===== src/rtl/moving_average_ctrl.sv =====
// moving_average_ctrl: scrub / clear / run sequencer wrapped around the moving_average datapath.
// Build option: define MA_CTRL_TRIG_EN to add the thresh input and the trig output with holdoff.

module moving_average_ctrl #(
  parameter int DIN_WIDTH  = 32,
  parameter int WINDOW_LEN = 16,
  parameter int MA_LATENCY = 4,
  parameter int CNT_WIDTH  = 16,
  parameter int HOLDOFF    = 64
) (
  input  logic                 clk,
  input  logic                 rst,
  input  logic                 ce,
  input  logic                 en,
  input  logic                 restart,
  input  logic [DIN_WIDTH-1:0] din,
  input  logic                 din_valid,
  output logic [DIN_WIDTH-1:0] ma_din,
  output logic                 ma_din_valid,
  output logic                 ma_rst,
  input  logic [DIN_WIDTH-1:0] ma_dout,
  input  logic                 ma_dout_valid,
  output logic [DIN_WIDTH-1:0] dout,
  output logic                 dout_valid,
  output logic                 settled,
  output logic                 busy,
  output logic [CNT_WIDTH-1:0] drop_cnt
`ifdef MA_CTRL_TRIG_EN
  ,
  input  logic [DIN_WIDTH-1:0] thresh,
  output logic                 trig
`endif
);

  // state | meaning
  // IDLE  | datapath held in reset, waiting for en
  // ZERO  | writing WINDOW_LEN zero samples into the delay line
  // DRAIN | letting the scrub samples flush out of the datapath pipeline
  // CLR   | one-cycle datapath reset to clear integrator and addresses
  // RUN   | registered pass-through of upstream samples
  typedef enum logic [2:0] {IDLE, ZERO, DRAIN, CLR, RUN} state_t;

  localparam int TMR_W  = $clog2(WINDOW_LEN + MA_LATENCY + 1);
  localparam int VCNT_W = $clog2(WINDOW_LEN);
  localparam logic [TMR_W-1:0]  ZERO_TC  = TMR_W'(WINDOW_LEN - 1);
  localparam logic [TMR_W-1:0]  DRAIN_TC = TMR_W'(MA_LATENCY);
  localparam logic [VCNT_W-1:0] VCNT_LAST = VCNT_W'(WINDOW_LEN - 1);

  state_t               state, state_n;
  logic [TMR_W-1:0]     tmr, tmr_n;
  logic [DIN_WIDTH-1:0] din_q;
  logic                 din_valid_q;
  logic [VCNT_W-1:0]    vcnt;
  logic                 settled_q;

  always_ff @(posedge clk) begin
    if (rst) begin
      state <= IDLE;
      tmr   <= '0;
    end else if (ce) begin
      state <= state_n;
      tmr   <= tmr_n;
    end
  end

  always_comb begin
    state_n = state;
    tmr_n   = tmr;
    case (state)
      IDLE: begin
        if (en) begin
          state_n = ZERO;
          tmr_n   = ZERO_TC;
        end
      end
      ZERO: begin
        if (tmr == '0) begin
          state_n = DRAIN;
          tmr_n   = DRAIN_TC;
        end else begin
          tmr_n = tmr - TMR_W'(1);
        end
      end
      DRAIN: begin
        if (tmr == '0) state_n = CLR;
        else           tmr_n = tmr - TMR_W'(1);
      end
      CLR:     state_n = RUN;
      RUN:     state_n = RUN;
      default: state_n = IDLE;
    endcase
    // en drop wins over restart; restart is meaningless while parked in IDLE
    if (state != IDLE) begin
      if (!en) begin
        state_n = IDLE;
        tmr_n   = '0;
      end else if (restart) begin
        state_n = ZERO;
        tmr_n   = ZERO_TC;
      end
    end
  end

  always_ff @(posedge clk) begin
    if (rst) begin
      din_q       <= '0;
      din_valid_q <= 1'b0;
      drop_cnt    <= '0;
    end else if (ce) begin
      din_q       <= (state == RUN) ? din : '0;
      din_valid_q <= (state == RUN) && din_valid;
      if (din_valid && state != RUN && drop_cnt != {CNT_WIDTH{1'b1}})
        drop_cnt <= drop_cnt + CNT_WIDTH'(1);
    end
  end

  assign ma_din       = (state == RUN) ? din_q : '0;
  assign ma_din_valid = (state == ZERO) || ((state == RUN) && din_valid_q);
  assign ma_rst       = (state == IDLE) || (state == CLR);
  assign busy         = (state == ZERO) || (state == DRAIN) || (state == CLR);
  assign dout         = ma_dout;
  assign dout_valid   = ma_dout_valid && (state == RUN);

  always_ff @(posedge clk) begin
    if (rst) begin
      vcnt      <= '0;
      settled_q <= 1'b0;
    end else if (ce) begin
      if (state_n != RUN) begin
        vcnt      <= '0;
        settled_q <= 1'b0;
      end else if (dout_valid && !settled_q) begin
        if (vcnt == VCNT_LAST) settled_q <= 1'b1;
        else                   vcnt <= vcnt + VCNT_W'(1);
      end
    end
  end

  // the output carrying the WINDOW_LEN-th post-clear sample is already a full window
  assign settled = settled_q || (dout_valid && vcnt == VCNT_LAST);

`ifdef MA_CTRL_TRIG_EN
  localparam int HO_W = $clog2(HOLDOFF + 1);
  logic [HO_W-1:0] holdoff;
  logic            trig_cond;

  assign trig_cond = dout_valid && settled && ($signed(dout) > $signed(thresh)) && (holdoff == '0);

  always_ff @(posedge clk) begin
    if (rst) begin
      trig    <= 1'b0;
      holdoff <= '0;
    end else if (ce) begin
      if (state_n != RUN) begin
        trig    <= 1'b0;
        holdoff <= '0;
      end else begin
        trig <= trig_cond;
        if (trig_cond)          holdoff <= HO_W'(HOLDOFF - 1);
        else if (holdoff != '0) holdoff <= holdoff - HO_W'(1);
      end
    end
  end
`endif

endmodule


===== config.mk =====
export PLATFORM = sky130hd
export DESIGN_NAME = moving_average_ctrl
export DESIGN_NICKNAME = d
export VERILOG_FILES = /design/src/rtl/moving_average_ctrl.sv
export SDC_FILE = /design/constraint.sdc
export NUM_CORES = 1
export LEC_CHECK = 0
export BUFFER_PORTS_ARGS = -buffer_cell sky130_fd_sc_hd__buf_2
export CAP_MARGIN = 10
export CORE_MARGIN = 3
export CORE_UTILIZATION = 44
export DETAILED_ROUTE_END_ITERATION = 12
export GPL_ROUTABILITY_DRIVEN = 0
export GPL_TIMING_DRIVEN = 0
export PLACE_DENSITY = 0.82
export SLEW_MARGIN = 25
export SYNTH_ARGS = -nofsm -noshare
export SYNTH_HDL_FRONTEND = slang
export SYNTH_SLANG_ARGS = --single-unit

===== constraint.sdc =====
create_clock -name clk -period 5.7 [get_ports clk]
set_clock_uncertainty 0.05 [all_clocks]
set_input_delay 0.855 -clock clk [delete_from_list [all_inputs] [get_ports clk]]
set_output_delay 0.855 -clock clk [all_outputs]
set_load 0.01 [all_outputs]

==> flow_metrics.py <==
metrics = {
    "synthesis": {
        "synth_top_flop_cell": "dfxtp_1",
        "synth_seq_cells": 62,
        "synthMuxAreaShare_pct": 3.67,
        "synth-edff-count": 0,
        "synth_area_um2": 3480,
        "synthesis.nets": 522,
        "synth_top_family_by_area": "simple AND/OR/NAND/NOR gates",
        "synth-compound-area-share_pct": 16.1,
        "syn_avg_cell_area_um2": 7.78,
        "yosysWarnings": 0,
        "synth_top_area_cell": "dfxtp_1",
        "ys_seq_area_share_pct": 35.7,
        "synthTopCellsByArea": "dfxtp_1, a21oi_1, buf_4",
        "synth_async_sr_flop_share_pct": 0,
        "ys_types": 48,
        "synth_fa_ha_area_share_pct": 1.44,
        "synth-simple-area-share_pct": 30.8,
        "synth_cells": 447,
        "synth_xor_area_share_pct": 0.252,
        "synth_top_area_share_pct": 35.7,
    },
    "clock_tree": {
        "ctsResizeCount": 0,
        "cts_buffers": 9,
        "cts_root_buf": "clkbuf_8",
        "cts_setup_buffers": 0,
        "hold_buffers": 0,
        "cts.reportedPaths.clkPinSlew_ns": 0.07,
        "cts_max_level": 3,
        "cts_sinks": 62,
        "cts_tree": "yes",
        "clock_latency_ns": 0.35,
        "clk_path_buf_depth": 2,
    },
    "route": {
        "routedWlPerCell_um": 14.8,
        "vias": 3743,
        "drt_iter0_drc": 368,
        "dr.pass1.iters": 5,
        "postRouteAntennaNets": 0,
        "drc": 0,
        "viasPerCell": 5.48,
        "totalWireLength_mm": 10.1,
    },
    "grt": {
        "grt_pass1_vias": 3405,
        "antenna_found_initial": 0,
        "grt_max_degree": 11,
        "grt_pass1_wl_mm": 15.8,
        "globalRouteTotalUtil_pct": 22.1,
        "grt_overflow": 0,
    },
    "power": {
        "max-vdd-ir-drop_uv": 162,
        "leakage_nw": 1.96,
        "switching_share_pct": 23.9,
        "p_int_mw": 0.826,
        "p_comb_share_pct": 12.8,
        "p_per_area_nw_per_um2": 243,
        "p_switching_mw": 0.260,
        "clockPowerShare_pct": 45.9,
        "seq_power_share_pct": 41.3,
    },
    "critical_path": {
        "worstSetupPathType": "register to primary output",
        "start_kind": "register",
        "critPathMaxFanout": 10,
        "end_kind": "primary output",
        "cp.required_ns": 4.80,
        "cp.arrival_ns": 2.30,
    },
    "timing": {
        "finalCritPeriodShare_pct": 56.3,
        "slew_headroom_pct": 50.1,
        "worst_pin_slew_ns": 0.747,
        "hold_violations": 0,
        "clock.fmax_ghz": 0.312,
        "slew_viol_final": 0,
        "finalSetupViolCount": 0,
        "finalSetupTns_ns": 0,
        "rsz0062_at_grt": "no",
        "final.min_clock_period_ns": 3.21,
        "fin_ws_ns": 2.49,
    },
    "worst_hold_path": {
        "hold_class": "register to register",
    },
    "floorplan": {
        "num_rows": 31,
        "dieArea_um2": 9010,
        "num_io_pins": 156,
        "initial_core_util_pct": 46.7,
        "chipHeight_um": 94.9,
        "coreArea_um2": 7450,
        "fp.dieW_um": 94.9,
    },
    "cells_and_area": {
        "layout.nets": 655,
        "drive_above_1_share_pct": 32.4,
        "synthToLayoutAreaGrowth_pct": 28.5,
        "finalInstanceArea_um2": 4470,
        "antenna-diode-count": 0,
    },
    "job": {
        "maxCapViolCount": 0,
    },
    "place": {
        "place_area_um2": 4210,
        "dp_slack_ns": 2.89,
        "portBuffers": 122,
        "place_hpwl_mm": 7.47,
    },
    "status": {
        "status": "finished clean",
    },
}
worst paths after layout:
check	startpoint	to	slack [ns]	cells after the start
hold reg to reg	tmr[4]	tmr[4]	0.41	2
setup reg to reg	tmr[1]	tmr[0]	3.29	9
setup / recovery	state[2]	ma_din[24]	2.49	5
hold / removal	tmr[4]	tmr[4]	0.41	2
worst max-delay path, stage by stage, from the launching register on:
cell,delay (ns)
dfxtp_1,0.43
nor3b_2,0.55
buf_2,0.32
clkbuf_1,0.31
and2_1,0.20
buf_2,0.14
layer usage:
metal,part of all wire [%],GRT usage (%),vias up
met1,39,26.1,1702
met3,11,8.53,23
met2,48,36.9,219
met4,2.0,6.97,0
met5,0,0,-
li1,-,-,1799
cells by family after synthesis:
family / count (synthesis)
fa+ha+maj: 4
xor+xnor: 1
compound gates: 95
mux: 12
simple gates: 199
buf+inv: 74
flops: 62
placed cells by master (no fill, tap or decap), drive strengths merged, types with 5 or more instances in the layout:
| master | n |
|---|---|
| buf | 162 |
| dfxtp | 62 |
| a21oi | 56 |
| nand2 | 54 |
| nand3 | 42 |
| clkbuf | 35 |
| and2 | 34 |
| nor2 | 15 |
| o21ai | 12 |
| inv | 11 |
| nor2b | 8 |
| or4 | 7 |
| nor3 | 6 |
| mux2 | 6 |
| mux2i | 6 |
| o31ai | 6 |
| or3 | 6 |
| a211oi | 5 |
| nor3b | 5 |
power by group through the flow:
stage	Clock [mW]	Combinational [mW]	Sequential [mW]
global placement	0	0.135	0.457
global route	0.522	0.153	0.449
detailed placement	0	0.138	0.458
CTS	0.502	0.139	0.448
finish	0.499	0.139	0.448
floorplan	0	0.0892	0.456
area by class of cell:
| cell class | count | area [um^2] |
|---|---|---|
| fill | 665 | 2980 |
| multi-input combinational | 311 | 1820 |
| sequential | 62 | 1240 |
| timing repair buffer | 122 | 611 |
| buffer | 63 | 378 |
| clock buffer | 12 | 165 |
| tap | 99 | 124 |
| clock inverter | 3 | 90.1 |
| inverter | 11 | 41.3 |
sequential cells by signal, indices dropped and copies added, names as in the netlist:
register,count
tmr,5
din_valid_q,1
vcnt,4
settled_q,1
state,3
din_q,32
drop_cnt,16
cells in the mapped netlist (2+ instances only):
master / count
dfxtp_1: 62
a21oi_1: 55
nand2_1: 54
nand3_1: 42
and2_1: 34
buf_4: 32
clkbuf_1: 23
nor2_1: 15
o21ai_0: 12
inv_1: 10
nor2b_1: 8
or4_1: 7
mux2_2: 6
mux2i_1: 6
nor3_1: 6
o31ai_1: 6
a211oi_1: 5
buf_2: 5
or3_1: 5
and4_1: 4
ha_1: 4
nand4_1: 4
nor3b_1: 4
and3_1: 3
nor4_1: 3
o211ai_1: 3
a211o_1: 2
a311oi_1: 2
and3b_1: 2
buf_6: 2
nand2b_1: 2
o31a_1: 2
o41ai_1: 2
through the flow:
step,instances,util [%],hold slack (ns),power (mW)
after floorplan,447,-,0.375,0.545
after CTS,683,60.0,0.407,1.09
after global routing,683,60.0,0.425,1.12
after detailed placement,668,56.6,0.397,0.596
final,683,60.0,0.406,1.09
after global placement,668,56.6,0.392,0.592
(Power assumes the default switching activity.)
